## config.mk

```make
export PLATFORM = sky130hd
export DESIGN_NAME = reg_file_flat
export DESIGN_NICKNAME = d
export VERILOG_FILES = /design/src/rtl/reg_file_if.sv /design/src/rtl/reg_file.sv /design/src/flat_wrapper.sv
export SDC_FILE = /design/constraint.sdc
export NUM_CORES = 1
export LEC_CHECK = 0
export ABC_AREA = 0
export CORE_ASPECT_RATIO = 2
export CORE_UTILIZATION = 25
export CTS_CLUSTER_SIZE = 16
export DETAILED_ROUTE_END_ITERATION = 10
export MAX_ROUTING_LAYER = met4
export PLACE_DENSITY = 0.46
export SLEW_MARGIN = 20
export SYNTH_ARGS = -nofsm -noshare
export SYNTH_HDL_FRONTEND = slang
export SYNTH_SLANG_ARGS = --single-unit
```

## constraint.sdc

```tcl
create_clock -name CLK -period 7.3 [get_ports CLK]
set_input_delay 1.46 -clock CLK [delete_from_list [all_inputs] [get_ports CLK]]
set_output_delay 1.46 -clock CLK [all_outputs]
set_load 0.02 [all_outputs]
```

## src/rtl/reg_file_if.sv

```systemverilog
// reg_file_if
//   Bus between a requester and the register file.
//   Requester -> reg file : Address, WrEn, RdEn, WrData
//   Reg file -> requester : RdData, RdData_Valid, REG0..REG3 (live copies of words 0-3)
//   Modports: master (requester side), slave (register file side).
interface reg_file_if #(
    parameter int DATAWIDTH = 8,
    parameter int ADDR      = 4
);
    logic [ADDR-1:0]      Address;
    logic                 WrEn;
    logic                 RdEn;
    logic [DATAWIDTH-1:0] WrData;
    logic [DATAWIDTH-1:0] RdData;
    logic                 RdData_Valid;
    logic [DATAWIDTH-1:0] REG0;
    logic [DATAWIDTH-1:0] REG1;
    logic [DATAWIDTH-1:0] REG2;
    logic [DATAWIDTH-1:0] REG3;

    modport master (
        output Address, WrEn, RdEn, WrData,
        input  RdData, RdData_Valid, REG0, REG1, REG2, REG3
    );

    modport slave (
        input  Address, WrEn, RdEn, WrData,
        output RdData, RdData_Valid, REG0, REG1, REG2, REG3
    );
endinterface

```

## src/rtl/reg_file.sv

```systemverilog
// reg_file
//   Single-port register file, DEPTH x DATAWIDTH, with registered read and a
//   one-cycle read-valid strobe. Words 0-3 hold system configuration and are
//   exported continuously on REG0..REG3:
//     REG0 ALU operand A, REG1 ALU operand B,
//     REG2 UART config ([0] parity en, [1] parity type, [7:2] prescale),
//     REG3 clock divider ratio.
// Ports
//   CLK  clock, rising edge
//   RST  asynchronous active-high reset
//   bus  reg_file_if.slave: Address, WrEn, RdEn, WrData in;
//        RdData, RdData_Valid, REG0..REG3 out
// Build option
//   REGFILE_RDCLR_EN : when defined, RdData is cleared on every edge that does
//                      not carry a valid read; otherwise RdData holds.
module reg_file #(
    parameter int DATAWIDTH = 8,
    parameter int DEPTH     = 16,
    parameter int ADDR      = 4
) (
    input  logic       CLK,
    input  logic       RST,
    reg_file_if.slave  bus
);

    localparam logic [DATAWIDTH-1:0] REG2_RST = DATAWIDTH'(8'h81);
    localparam logic [DATAWIDTH-1:0] REG3_RST = DATAWIDTH'(8'h20);

    logic [DATAWIDTH-1:0] mem [DEPTH];
    logic [DATAWIDTH-1:0] rd_data;
    logic                 rd_vld;

    // Simultaneous WrEn/RdEn is treated as no access at all.
    logic wr_go;
    logic rd_go;
    assign wr_go = bus.WrEn & ~bus.RdEn;
    assign rd_go = bus.RdEn & ~bus.WrEn;

    always_ff @(posedge CLK or posedge RST) begin
        if (RST) begin
            for (int i = 0; i < DEPTH; i++) begin
                mem[i] <= '0;
            end
            mem[2] <= REG2_RST;
            mem[3] <= REG3_RST;
        end else if (wr_go) begin
            mem[bus.Address] <= bus.WrData;
        end
    end

    always_ff @(posedge CLK or posedge RST) begin
        if (RST) begin
            rd_data <= '0;
            rd_vld  <= 1'b0;
        end else begin
            rd_vld <= rd_go;
            if (rd_go) begin
                rd_data <= mem[bus.Address];
            end
`ifdef REGFILE_RDCLR_EN
            else begin
                rd_data <= '0;
            end
`else
`endif
        end
    end

    assign bus.RdData       = rd_data;
    assign bus.RdData_Valid = rd_vld;
    assign bus.REG0         = mem[0];
    assign bus.REG1         = mem[1];
    assign bus.REG2         = mem[2];
    assign bus.REG3         = mem[3];

endmodule

```

## src/flat_wrapper.sv

```systemverilog
// flat-port wrapper written by rule: the top's interface ports become plain ports
module reg_file_flat 
#(
    parameter int DATAWIDTH = 8,
    parameter int DEPTH     = 16,
    parameter int ADDR      = 4
)
  (CLK, RST, bus_Address, bus_WrEn, bus_RdEn, bus_WrData, bus_RdData, bus_RdData_Valid, bus_REG0, bus_REG1, bus_REG2, bus_REG3);
  reg_file_if #(.DATAWIDTH(DATAWIDTH), .ADDR(ADDR)) bus_i ();
  input  logic CLK;
  input  logic RST;
  input wire logic [$bits(bus_i.Address)-1:0] bus_Address;
  input wire logic [$bits(bus_i.WrEn)-1:0] bus_WrEn;
  input wire logic [$bits(bus_i.RdEn)-1:0] bus_RdEn;
  input wire logic [$bits(bus_i.WrData)-1:0] bus_WrData;
  output wire logic [$bits(bus_i.RdData)-1:0] bus_RdData;
  output wire logic [$bits(bus_i.RdData_Valid)-1:0] bus_RdData_Valid;
  output wire logic [$bits(bus_i.REG0)-1:0] bus_REG0;
  output wire logic [$bits(bus_i.REG1)-1:0] bus_REG1;
  output wire logic [$bits(bus_i.REG2)-1:0] bus_REG2;
  output wire logic [$bits(bus_i.REG3)-1:0] bus_REG3;
  assign bus_i.Address = bus_Address;
  assign bus_i.WrEn = bus_WrEn;
  assign bus_i.RdEn = bus_RdEn;
  assign bus_i.WrData = bus_WrData;
  assign bus_RdData = bus_i.RdData;
  assign bus_RdData_Valid = bus_i.RdData_Valid;
  assign bus_REG0 = bus_i.REG0;
  assign bus_REG1 = bus_i.REG1;
  assign bus_REG2 = bus_i.REG2;
  assign bus_REG3 = bus_i.REG3;
  reg_file #(.DATAWIDTH(DATAWIDTH), .DEPTH(DEPTH), .ADDR(ADDR)) u_core (.CLK(CLK), .RST(RST), .bus(bus_i));
endmodule
```

==> run summary <==
### Status
* **outcome** complete, but fails checks
* **violated checks** DRC

### Synthesis
* **total number of yosys warnings** 0
* **average instance area after synthesis** 14.9 um^2
* **area of the mapped netlist** 6470 um^2
* **Post-Syn Instances** 435
* **Yosys cell types** 31
* **post-synthesis sequential element count** 137
* **Seq/Total Area, Yosys** 53.0%
* **synthesized netlist net count** 451

### Setup path
* **top fanout value on the critical path** 13
* **startpoint-to-endpoint class of the critical path** input pin to flip-flop
* **Req. time, crit path** 7.61 ns
* **critical path arrival** 3.64 ns
* **internal reg-to-reg setup slack** 5.77 ns
* **r2r worst-path depth** 3
* **Critical Path Start Type** input pin
* **Critical Path Sink Type** flip-flop
* **Worst Setup SP** bus_Address[3]
* **reg2reg start** u_core.bus.REG2[6]

### Drt
* **DRC violation count after routing** 2
* **drt first-iter violations** 149
* **routed length per placed instance** 20.1 um
* **total via count in the routed design** 3637
* **Detailed Routing Iterations Pass 1** 9
* **post-DR vias/cell** 4.50
* **routed wire length** 16300 um
* **number of nets still failing antenna checks after routing** 0

### Clock network
* **root buf cell** sky130_fd_sc_hd__clkbuf_16
* **Clock Pin Slew Worst Setup and Hold Paths** 0.05 ns
* **Inserted Clock Buffers** 17
* **Post-CTS Setup Inserts** 0
* **number of hold buffers added after CTS** 0
* **source-to-sink clock delay at the later pin of the worst-skew pair** 0.42 ns
* **TritonCTS clock tree** yes
* **Clock Sink Count** 137
* **H-Tree Level Count** 4
* **clock buffer depth** 2
* **number of gates resized after cts** 0

### Min path
* **Cells on Worst Hold Path** 1
* **Worst Min Path Start** u_core.mem[88]
* **type of the tightest min-delay check** flip-flop to flip-flop

### Floorplanning
* **vertical extent of the die** 230 um
* **initial core utilization** 25.3%
* **die footprint** 26600 um^2
* **total core area** 25500 um^2
* **number of rows in the core area** 83
* **I/O pin cnt** 57
* **chip width** 116 um

### Power and ir drop
* **VDD IR-drop max** 0.183 mV
* **Pwr per Cell Area** 301 nW/um^2
* **static leakage** 3.31 nW

### Layout
* **Area Growth Syn to Fin** 19.2%
* **filler instances** 2594
* **fraction of layout instances using a drive strength above 1** 45.1%
* **highest-count cells in the layout ignoring fill and taps** sky130_fd_sc_hd__dfrtp_1, sky130_fd_sc_hd__mux2_2, sky130_fd_sc_hd__clkdlybuf4s50_1
* **commonest non-fill, non-tap cell in the layout** sky130_fd_sc_hd__dfrtp_1
* **final antenna diode count** 0
* **Final Net Count** 471

### GRT
* **wire length of the first global-routing pass** 25500 um
* **Most Used Layer, Global Route** met2
* **met2 layer usage reported by global route** 24.1%
* **met1 capacity usage during global routing** 14.3%
* **initial antenna violation count** 0
* **overflow left after global routing** 0
* **All-Layer GR Usage** 13.9%
* **number of global-route vias before repair** 4048
* **largest net degree at the start of global routing** 71
* **met3 track demand over resource in global routing** 3.20%

### Flow run
* **max capacitance violation total** 0

### Timing
* **maximum clock frequency** 300 MHz
* **headroom to the max-slew limit** 42.4%
* **post-layout min period** 3.34 ns
* **total negative slack for setup checks** 0 ns
* **setup skew after layout** 0.00428 ns
* **max-slew violations** 0
* **actual slew at the worst max-slew pin** 0.863 ns
* **post-route clock period utilization** 45.7%
* **unrepaired setup endpoints after global routing** no
* **final hold slack** 0.500 ns
* **count of final setup violators** 0
* **Final Hold Fails** 0

### Placed design
* **global placement routability congestion** 0.730
* **detailed placement HPWL** 11500 um
* **port bufs** 56

==> cell type report <==
cell class	instances	area [um^2]	share of cell area [%]
Tap cell	340	425	5.52
Sequential cell	137	3430	44.5
Clock buffer	24	502	6.50
Multi-Input combinational cell	238	2650	34.3
Timing Repair Buffer	60	586	7.59
Inverter	1	8.76	0.114
Clock inverter	8	115	1.49
==> kinds of logic (layout without fill, tap and decap cells) <==
group                  Yosys count  after routing  synth area share, %
buffers and inverters           60             93                 6.11
DFF                            137            137                 53.0
AOI/OAI and AO/OA               24             24                 3.09
and+or+nand+nor                 46             46                 4.68
muxes                          168            168                 33.1
==> power breakdown <==
group | switching [W] | internal (W) | total (W)
Sequential | 0.0000867 | 0.000907 | 0.000994
Combinational | 0.000190 | 0.000244 | 0.000434
Clock | 0.000314 | 0.000579 | 0.000893
==> critical path, stage by stage <==
cell and delay (ns):
sky130_fd_sc_hd__clkdlybuf4s50_1 0.75, sky130_fd_sc_hd__nor2b_1 0.36, sky130_fd_sc_hd__nor2b_1 0.65, sky130_fd_sc_hd__mux2_2 0.41
==> worst paths after layout <==
path | end
max | u_core.mem[36]
min | u_core.mem[88]
max reg2reg | u_core.bus.RdData[6]
min reg2reg | u_core.mem[88]
max in group asynchronous | u_core.mem[94]
min in group asynchronous | u_core.mem[46]
==> metrics by stage <==
| step | power [W] | worst slack [ns] | area [um^2] | util (%) | cells |
|---|---|---|---|---|---|
| finish | 0.00232 | 3.96 | 7710 | 30.2 | 808 |
| global route | 0.00243 | 3.81 | 7710 | 30.2 | 808 |
| CTS | 0.00236 | 3.93 | 7710 | 30.2 | 808 |
| detailed placement | 0.00145 | 3.45 | 7100 | 27.8 | 776 |
| global placement | 0.00144 | 3.52 | 7100 | 27.8 | 776 |
| floorplan | 0.00131 | 2.18 | 6470 | - | 435 |
==> cells in the mapped netlist (all sizes together) <==
master	count	share of area, %
a22oi	8	0.93
a31oi	8	0.77
and2	1	0.097
and2b	1	0.12
and3	3	0.37
and4bb	2	0.39
buf	50	5.5
clkbuf	9	0.52
dfrtp	134	52
dfstp	3	1.2
inv	1	0.058
mux2	128	22
mux2i	16	2.5
mux4	24	8.4
nand2	18	1.3
nand2b	1	0.097
nand3b	1	0.12
nand4b	1	0.37
nor2	11	0.68
nor2b	4	0.39
nor3b	1	0.29
nor4b	1	0.37
o221a	8	1.4
or3b	1	0.14
==> state kept, by name, summed over array words and instances, names as in the netlist <==
signal and count:
u_core.bus.RdData 8, u_core.mem 96, u_core.bus.RdData_Valid 1, u_core.bus.REG0 8, u_core.bus.REG3 8, u_core.bus.REG1 8
u_core.bus.REG2 8
==> metal layers <==
metal,up-vias,wire (um)
li1,1601,-
met1,1942,6170
met5,-,0
met3,20,452
met4,0,624
met2,74,9010
No activity file was read; power rests on OpenSTA's default activity.
